$ cat src/rtl/subtrator_pkg.sv
// Shared definitions for the bit-serial subtractor: FSM encodings and default width.
package subtrator_pkg;

    localparam int DEFAULT_WIDTH = 8;

    typedef enum logic [1:0] {
        IDLE = 2'd0,
        RUN  = 2'd1,
        DONE = 2'd2
    } state_t;

endpackage

$ cat src/rtl/subtrator_serial_cell.sv
// One-bit full subtractor: diff = a - b - borrow_in, borrow_out set when the bit underflows.
module subtratorcompleto_behav (
    input  logic a,
    input  logic b,
    input  logic borrow_in,
    output logic diff,
    output logic borrow_out
);

    always_comb begin
        diff       = a ^ b ^ borrow_in;
        borrow_out = (~a & b) | (~(a ^ b) & borrow_in);
    end

endmodule

$ cat src/rtl/subtrator_serial.sv
// Bit-serial WIDTH-bit subtractor (a - b - borrow_in), LSB first through one cell.
// Optional signed-overflow output enabled by defining SUBTRATOR_SERIAL_OVF_EN.
module subtrator_serial
    import subtrator_pkg::*;
#(
    parameter int WIDTH = DEFAULT_WIDTH
) (
    input  logic             clk,
    input  logic             rst_n,
    input  logic             start,
    input  logic [WIDTH-1:0] a,
    input  logic [WIDTH-1:0] b,
    input  logic             borrow_in,
    output logic             busy,
    output logic             done,
    output logic [WIDTH-1:0] diff,
`ifdef SUBTRATOR_SERIAL_OVF_EN
    output logic             overflow,
`endif
    output logic             borrow_out
);

    localparam int CW = (WIDTH > 1) ? $clog2(WIDTH) : 1;
    localparam logic [CW-1:0] LAST_BIT = CW'(WIDTH - 1);

    state_t           state_q;
    logic [WIDTH-1:0] aSh_q;
    logic [WIDTH-1:0] bSh_q;
    logic [WIDTH-1:0] res_q;
    logic [WIDTH-1:0] res_d;
    logic             brw_q;
    logic [CW-1:0]    cnt_q;
    logic             busy_q;
    logic             done_q;
    logic [WIDTH-1:0] diff_q;
    logic             borrowOut_q;
    logic             cellDiff;
    logic             cellBorrow;

`ifdef SUBTRATOR_SERIAL_OVF_EN
    logic aMsb_q;
    logic bMsb_q;
    logic ovf_q;
    assign overflow = ovf_q;
`endif

    subtratorcompleto_behav u_cell (
        .a          (aSh_q[0]),
        .b          (bSh_q[0]),
        .borrow_in  (brw_q),
        .diff       (cellDiff),
        .borrow_out (cellBorrow)
    );

    // Result assembles from the top so that after WIDTH shifts bit 0 sits at the LSB.
    assign res_d = {cellDiff, res_q[WIDTH-1:1]};

    always_ff @(posedge clk or negedge rst_n) begin
        if (!rst_n) begin
            state_q     <= IDLE;
            aSh_q       <= '0;
            bSh_q       <= '0;
            res_q       <= '0;
            brw_q       <= 1'b0;
            cnt_q       <= '0;
            busy_q      <= 1'b0;
            done_q      <= 1'b0;
            diff_q      <= '0;
            borrowOut_q <= 1'b0;
`ifdef SUBTRATOR_SERIAL_OVF_EN
            aMsb_q      <= 1'b0;
            bMsb_q      <= 1'b0;
            ovf_q       <= 1'b0;
`endif
        end else begin
            case (state_q)
                IDLE: begin
                    done_q <= 1'b0;
                    if (start) begin
                        aSh_q   <= a;
                        bSh_q   <= b;
                        brw_q   <= borrow_in;
                        cnt_q   <= '0;
                        busy_q  <= 1'b1;
                        state_q <= RUN;
`ifdef SUBTRATOR_SERIAL_OVF_EN
                        aMsb_q  <= a[WIDTH-1];
                        bMsb_q  <= b[WIDTH-1];
`endif
                    end
                end
                RUN: begin
                    brw_q <= cellBorrow;
                    res_q <= res_d;
                    aSh_q <= {1'b0, aSh_q[WIDTH-1:1]};
                    bSh_q <= {1'b0, bSh_q[WIDTH-1:1]};
                    if (cnt_q == LAST_BIT) begin
                        cnt_q       <= '0;
                        diff_q      <= res_d;
                        borrowOut_q <= cellBorrow;
                        busy_q      <= 1'b0;
                        done_q      <= 1'b1;
                        state_q     <= DONE;
`ifdef SUBTRATOR_SERIAL_OVF_EN
                        ovf_q       <= (aMsb_q != bMsb_q) && (res_d[WIDTH-1] != aMsb_q);
`endif
                    end else begin
                        cnt_q <= cnt_q + CW'(1);
                    end
                end
                DONE: begin
                    done_q  <= 1'b0;
                    state_q <= IDLE;
                end
                default: begin
                    busy_q  <= 1'b0;
                    done_q  <= 1'b0;
                    state_q <= IDLE;
                end
            endcase
        end
    end

    assign busy       = busy_q;
    assign done       = done_q;
    assign diff       = diff_q;
    assign borrow_out = borrowOut_q;

endmodule
$ cat config.mk
export PLATFORM = sky130hd
export DESIGN_NAME = subtrator_serial
export DESIGN_NICKNAME = d
export VERILOG_FILES = /design/src/rtl/subtrator_pkg.sv /design/src/rtl/subtrator_serial_cell.sv /design/src/rtl/subtrator_serial.sv
export SDC_FILE = /design/constraint.sdc
export NUM_CORES = 1
export LEC_CHECK = 0
export CAP_MARGIN = 0
export CORE_AREA = 2 2 82 84
export DETAILED_ROUTE_END_ITERATION = 6
export DIE_AREA = 0 0 84 86
export GPL_TIMING_DRIVEN = 0
export REMOVE_ABC_BUFFERS = 1
export SYNTH_ARGS = -nofsm -noshare
export SYNTH_HDL_FRONTEND = slang
export SYNTH_HIERARCHICAL = 1
export SYNTH_SLANG_ARGS = --single-unit
$ cat constraint.sdc
create_clock -name clk -period 2.1 [get_ports clk]
set_input_delay 0.42 -clock clk [delete_from_list [all_inputs] [get_ports clk]]
set_output_delay 0.42 -clock clk [all_outputs]
set_load 0.02 [all_outputs]
Word level (Yosys, flattened, before mapping)
Index checks and enable logic that the tools add are counted.
W data, S select, Z words.
{"block": "classes", "muxes": 17, "bitwise_logic": 8, "add_sub_neg": 1, "n_reduce_logical": 6, "eq_ne": 5}
{"op": "$pmux W8 S2", "count": 2}
{"op": "$mux W8", "count": 2}
{"op": "$mux W3", "count": 2}
{"op": "$pmux W3 S2", "count": 1}
{"op": "$reduce_and A2 Y1", "count": 3}
{"op": "$mux W1", "count": 5}
{"op": "$mux W2", "count": 2}
{"op": "$ne A2 B2 Y1 const B", "count": 2}
{"op": "$pmux W2 S2", "count": 1}
{"op": "$add A3 B1 Y3 const B", "count": 1}
{"op": "$eq A3 B3 Y1 const B", "count": 1}
{"op": "$not A1 Y1", "count": 3}
{"op": "$pmux W1 S3", "count": 1}
{"op": "$reduce_and A3 Y1", "count": 1}
{"op": "$and A1 B1 Y1", "count": 2}
{"op": "$eq A2 B1 Y1 const B", "count": 1}
{"op": "$eq A2 B2 Y1 const B", "count": 1}
{"op": "$logic_not A2 Y1", "count": 1}
{"op": "$pmux W1 S2", "count": 1}
{"op": "$reduce_bool A2 Y1", "count": 1}
{"op": "$xor A1 B1 Y1", "count": 2}
{"op": "$or A1 B1 Y1", "count": 1}
{"block": "totals", "word_cells": 47, "register_bits": 41, "in_bits": 20, "out_inout_bits": 11}

Logic depth before layout (Yosys ltp)
{"block": "logic_depth", "depth_word": 5, "depth_mapped": 5, "mapped_depth_nobuf": 5}

Modules after synthesis
Netlist, hierarchy kept.
{"module": "subtrator_serial", "instances": 1, "seq_area_each_um2": 1001.0, "area_per_inst_um2": 1710.4, "cells_per_inst": 149}
{"module": "subtratorcompleto_behav", "instances": 1, "seq_area_each_um2": 0.0, "area_per_inst_um2": 31.3, "cells_per_inst": 4}

Worst setup path before layout
OpenSTA, ideal clock, no wires.
{"block": "synth_timing", "kind": "flip-flop to flip-flop", "start": "register cnt_q[0]", "end": "register borrowOut_q (netlist: borrow_out)", "path_slack_ns": 0.705, "required_ns": 1.975, "arrival_ns": 1.270, "setup_ns": 0.125, "period_less_slack_ns": 1.395, "path_buffers": 0, "path_stages_with_launch": 5, "cell_sequence": "dfrtp_1 > ha_1 > ha_1 > nand2_8 > mux2_4"}
{"block": "synth_between", "elab_chain_len": 2}
{"item": "start: declaration", "line_no": "subtrator_serial.sv:32", "rtl": "logic [CW-1:0] cnt_q;"}
{"item": "start signal: assignment", "line_no": "subtrator_serial.sv:108", "rtl": "cnt_q <= cnt_q + CW'(1);"}
{"item": "$eq A3 B3 Y1", "line_no": "subtrator_serial.sv:97", "rtl": "if (cnt_q == LAST_BIT) begin"}
{"item": "$reduce_and A2 Y1 (no line)"}
{"item": "end signal: assignment", "line_no": "subtrator_serial.sv:100", "rtl": "borrowOut_q <= cellBorrow;"}
{"item": "end: declaration", "line_no": "subtrator_serial.sv:36", "rtl": "logic borrowOut_q;"}
No other way between the ends.
A chain may end at the register's enable or synchronous reset.

Final worst setup path
{"block": "layout_timing", "start": "input start", "end": "register aSh_q[0]"}
{"block": "layout_between", "elab_chain_len": 2}
{"item": "start: declaration", "line_no": "subtrator_serial.sv:10", "rtl": "input logic start,"}
{"item": "$ne A2 B2 Y1 (no line)"}
{"item": "$reduce_and A2 Y1 (no line)"}
{"item": "end signal: assignment", "line_no": "subtrator_serial.sv:95", "rtl": "aSh_q <= {1'b0, aSh_q[WIDTH-1:1]};"}
{"item": "end: declaration", "line_no": "subtrator_serial.sv:27", "rtl": "logic [WIDTH-1:0] aSh_q;"}
No other way between the ends.

==> flow_summary.html <==
<table>
<tr><th>Metric</th><th>Value</th></tr>
<tr><th colspan="2">Routing</th></tr>
<tr><td>Total routed wirelength</td><td>3604 um</td></tr>
<tr><td>DRC marker count from the first detailed-route iteration</td><td>54</td></tr>
<tr><td>Antenna-violating nets left</td><td>0</td></tr>
<tr><td>Number of iterations in the first detailed-routing pass</td><td>4</td></tr>
<tr><td>Average wire per cell in the routed design</td><td>13.81 um</td></tr>
<tr><td>Via count of the routed design</td><td>1223</td></tr>
<tr><td>Number of remaining DRC errors</td><td>0</td></tr>
<tr><td>Number of vias per cell</td><td>4.686</td></tr>
<tr><th colspan="2">Timing</th></tr>
<tr><td>Final count of pins violating max slew</td><td>0</td></tr>
<tr><td>Clock period minus worst slack</td><td>1.811 ns</td></tr>
<tr><td>Max Clock Freq</td><td>552.1 MHz</td></tr>
<tr><td>Min Hold Slack</td><td>0.01710 ns</td></tr>
<tr><td>Max-slew headroom</td><td>46.07%</td></tr>
<tr><td>Slew at the pin with the worst max-slew slack</td><td>0.8089 ns</td></tr>
<tr><td>Fraction of the cycle the final worst path needs</td><td>86.25%</td></tr>
<tr><td>Hold Violations, Final</td><td>0</td></tr>
<tr><td>Final setup fails</td><td>0</td></tr>
<tr><td>RSZ-0062 raised after global routing</td><td>no</td></tr>
<tr><td>Max Clock Skew</td><td>0.003970 ns</td></tr>
<tr><td>Minimum setup slack in the final design</td><td>0.2888 ns</td></tr>
<tr><th colspan="2">Floorplan</th></tr>
<tr><td>Vertical die dimension</td><td>86 um</td></tr>
<tr><td>Die X</td><td>84 um</td></tr>
<tr><td>Std cell rows</td><td>29</td></tr>
<tr><td>Core area</td><td>0.006277 sq mm</td></tr>
<tr><td>Full die area</td><td>0.007224 sq mm</td></tr>
<tr><td>Initial standard-cell utilization of the core</td><td>27.75%</td></tr>
<tr><td>I/O pin count</td><td>31</td></tr>
<tr><th colspan="2">Finish</th></tr>
<tr><td>Fillers</td><td>659</td></tr>
<tr><td>Share of final-layout standard cells stronger than drive strength 1</td><td>10.33%</td></tr>
<tr><td>Most frequent cells in the layout</td><td>dfrtp_1 (40), clkdlybuf4s50_1 (29), nand2_1 (25)</td></tr>
<tr><td>Fin cells</td><td>261</td></tr>
<tr><td>Most common cell after layout, fill and taps aside</td><td>dfrtp_1</td></tr>
<tr><td>Layout-stage area growth over the synthesis result</td><td>26.29%</td></tr>
<tr><td>Area occupied by multi-input gates</td><td>670.6 sq um</td></tr>
<tr><td>Number of diodes</td><td>0</td></tr>
<tr><td>Layout net count</td><td>206</td></tr>
<tr><td>Sequential cell area</td><td>0.001001 sq mm</td></tr>
<tr><th colspan="2">Critical path</th></tr>
<tr><td>Sort of element at the start of the critical path</td><td>input port</td></tr>
<tr><td>Last element of the critical path</td><td>aSh_q[0]</td></tr>
<tr><td>Critical register-to-register path endpoint</td><td>aSh_q[5]</td></tr>
<tr><td>Data arrival at the endpoint of the critical path</td><td>1.97 ns</td></tr>
<tr><td>Launch point of the worst path</td><td>start</td></tr>
<tr><td>Critical Path Sink Type</td><td>register</td></tr>
<tr><td>Type of the setup path with the least slack</td><td>in2reg</td></tr>
<tr><td>Worst r2r path cells</td><td>2</td></tr>
<tr><td>Reg2reg start</td><td>state_q[1]</td></tr>
<tr><td>FF-to-FF setup slack</td><td>0.46 ns</td></tr>
<tr><td>Data required, critical path</td><td>2.26 ns</td></tr>
<tr><td>Largest fanout on the critical path</td><td>16</td></tr>
<tr><th colspan="2">Clock network</th></tr>
<tr><td>Clock Tree Buf Depth</td><td>2</td></tr>
<tr><td>Number of hold-repair buffers added at the cts stage</td><td>0</td></tr>
<tr><td>Root cell of the clock tree</td><td>clkbuf_8</td></tr>
<tr><td>Number of clock sinks</td><td>40</td></tr>
<tr><td>CTS H-tree depth</td><td>2</td></tr>
<tr><td>Number of CTS-inserted buffers</td><td>5</td></tr>
<tr><td>Clock latency at the later pin of the worst-skew pair</td><td>0.29 ns</td></tr>
<tr><td>Clock transition at the registers of the reported paths</td><td>0.07 ns</td></tr>
<tr><td># Post-CTS Setup Buffers</td><td>0</td></tr>
<tr><td>CTS tree</td><td>yes</td></tr>
<tr><td>Post-cts repair resize count</td><td>0</td></tr>
<tr><th colspan="2">GRT</th></tr>
<tr><td>Global-route wire length before repair</td><td>6292 um</td></tr>
<tr><td>Congestion Overflow GR</td><td>0</td></tr>
<tr><td>Initial antenna violation count</td><td>0</td></tr>
<tr><td>Maximum number of pins on one net before global-route repair</td><td>28</td></tr>
<tr><td>Number of global-route vias before repair</td><td>1317</td></tr>
<tr><td>Overall fraction of global-route tracks in use</td><td>11.01%</td></tr>
<tr><th colspan="2">Pwr</th></tr>
<tr><td>Peak supply drop</td><td>0.5293 mV</td></tr>
<tr><td>Leak Pwr</td><td>0.9881 nW</td></tr>
<tr><td>Pwr per Cell Area</td><td>1465 mW/mm^2</td></tr>
<tr><th colspan="2">Synthesis</th></tr>
<tr><td>Share of the synthesized area in the top cell type</td><td>57.47%</td></tr>
<tr><td>Number of storage elements in the synthesis netlist</td><td>40</td></tr>
<tr><td>Synthesized instance count</td><td>153</td></tr>
<tr><td>Post-synth cell types</td><td>26</td></tr>
<tr><td>Largest area contributor in the netlist</td><td>dfrtp_1</td></tr>
<tr><td>Share of flip-flops with an asynchronous set or reset after synthesis</td><td>100.0%</td></tr>
<tr><td>Number of enable-type register cells in the synthesized netlist</td><td>0</td></tr>
<tr><td>Portion of the post-synthesis area used by sequential elements</td><td>57.47%</td></tr>
<tr><td>Largest cells by area after synthesis</td><td>dfrtp_1 (57%), o22ai_1 (8.6%), mux2_4 (7.8%), nand2_1 (5.4%), a21oi_1 (3.2%)</td></tr>
<tr><td>Post-Synthesis Cell Area</td><td>0.001742 sq mm</td></tr>
<tr><td>Yosys warning total</td><td>6</td></tr>
<tr><td>Post-synthesis area per instance</td><td>11.38 sq um</td></tr>
<tr><td>Primary flip-flop cell chosen by synthesis mapping</td><td>dfrtp_1</td></tr>
<tr><th colspan="2">Placement</th></tr>
<tr><td>Number of placed instances with taps included</td><td>253</td></tr>
<tr><td>Worst Setup Slack post-DPL</td><td>-0.01175 ns</td></tr>
<tr><td>Global placer's final weighted congestion</td><td>0.7460</td></tr>
<tr><td>Estimated wirelength of the detail-placed design</td><td>2495 um</td></tr>
<tr><td>Port buffer count</td><td>30</td></tr>
<tr><th colspan="2">Status</th></tr>
<tr><td>Outcome</td><td>complete, no violations</td></tr>
<tr><th colspan="2">Flow run</th></tr>
<tr><td>Max-cap viol count</td><td>0</td></tr>
<tr><th colspan="2">Hold path</th></tr>
<tr><td>Hold Crit Class</td><td>in2async</td></tr>
</table>
## how the worst min path moves through the flow
stage,from,to,slack [ns],cells past startpoint
after global routing,rst_n,diff[4],0.04,1
after global placement,res_q[1],res_q[1],0.46,2
after CTS,rst_n,diff[1],0.03,1
after floorplan,rst_n,aSh_q[0],0.12,0
after detailed placement,rst_n,diff[1],0.35,1
final,rst_n,diff[1],0.02,1
## area by class of cell
| cell class | instances | share of cell area (%) |
|---|---|---|
| clock buffers | 8 | 4.096 |
| inverters | 7 | 1.195 |
| multi-input cells | 98 | 30.49 |
| flip-flops and latches | 40 | 45.51 |
| well taps | 77 | 4.380 |
| repair buffers | 31 | 14.33 |
## power breakdown
| part | internal, mW | switching [mW] |
|---|---|---|
| Combinational | 0.665 | 0.651 |
| Sequential | 1.13 | 0.247 |
| Clock | 0.268 | 0.262 |
| Total | 2.06 | 1.16 |
## routing by layer
layer  global-route usage (%)  vias up  share of wire (%)
met5                        0        -                  0
met4                    4.399        0                1.4
met3                    2.984        6                4.5
met2                    17.38       30                 46
met1                    14.44      580                 48
li1                         -      607                  -
## worst max-delay path: stages
cell and delay, ns:
clkdlybuf4s50_1 0.85, nand2b_1 0.38, o22ai_1 0.23, a21oi_1 0.09
## cells in the mapped netlist, types with 2 or more instances
| master | instances |
|---|---|
| nand2_1 | 25 |
| nor2_1 | 5 |
| o21ai_0 | 3 |
| a22o_1 | 2 |
| nand2b_1 | 3 |
| o22ai_1 | 24 |
| mux2_4 | 9 |
| a2bb2oi_1 | 3 |
| inv_1 | 7 |
| ha_1 | 2 |
| clkbuf_1 | 2 |
| a21oi_1 | 11 |
| buf_2 | 5 |
| dfrtp_1 | 40 |
## stage by stage
step                      utilization, %  instance area, sq um  power (mW)  setup TNS (ns)
after floorplan                        -                  1698       2.252               0
after global placement             33.37                  2095       2.677          -16.99
after detailed placement           33.61                  2110       2.736        -0.02583
after CTS                          35.04                  2200       3.275               0
after global routing               35.04                  2200       3.502               0
final                              35.04                  2200       3.223               0
## logic make-up (layout without fill, tap and decap cells)
| group | Yosys count | after routing | share of synthesized area, % |
|---|---|---|---|
| muxes | 9 | 9 | 7.759 |
| buffers and inverters | 15 | 46 | 4.023 |
| adders and majority gates | 3 | 3 | 2.586 |
| and+or+nand+nor | 38 | 38 | 10.49 |
| AOI/OAI and AO/OA | 48 | 48 | 17.67 |
| DFF | 40 | 40 | 57.47 |
## sequential cells by signal, summed over array words and instances, names as in the netlist
register    flops
aSh_q           8
bSh_q           8
borrow_out      1
brw_q           1
busy            1
cnt_q           3
diff            8
done            1
res_q           7
state_q         2
No activity file was read; power rests on OpenSTA's default activity.
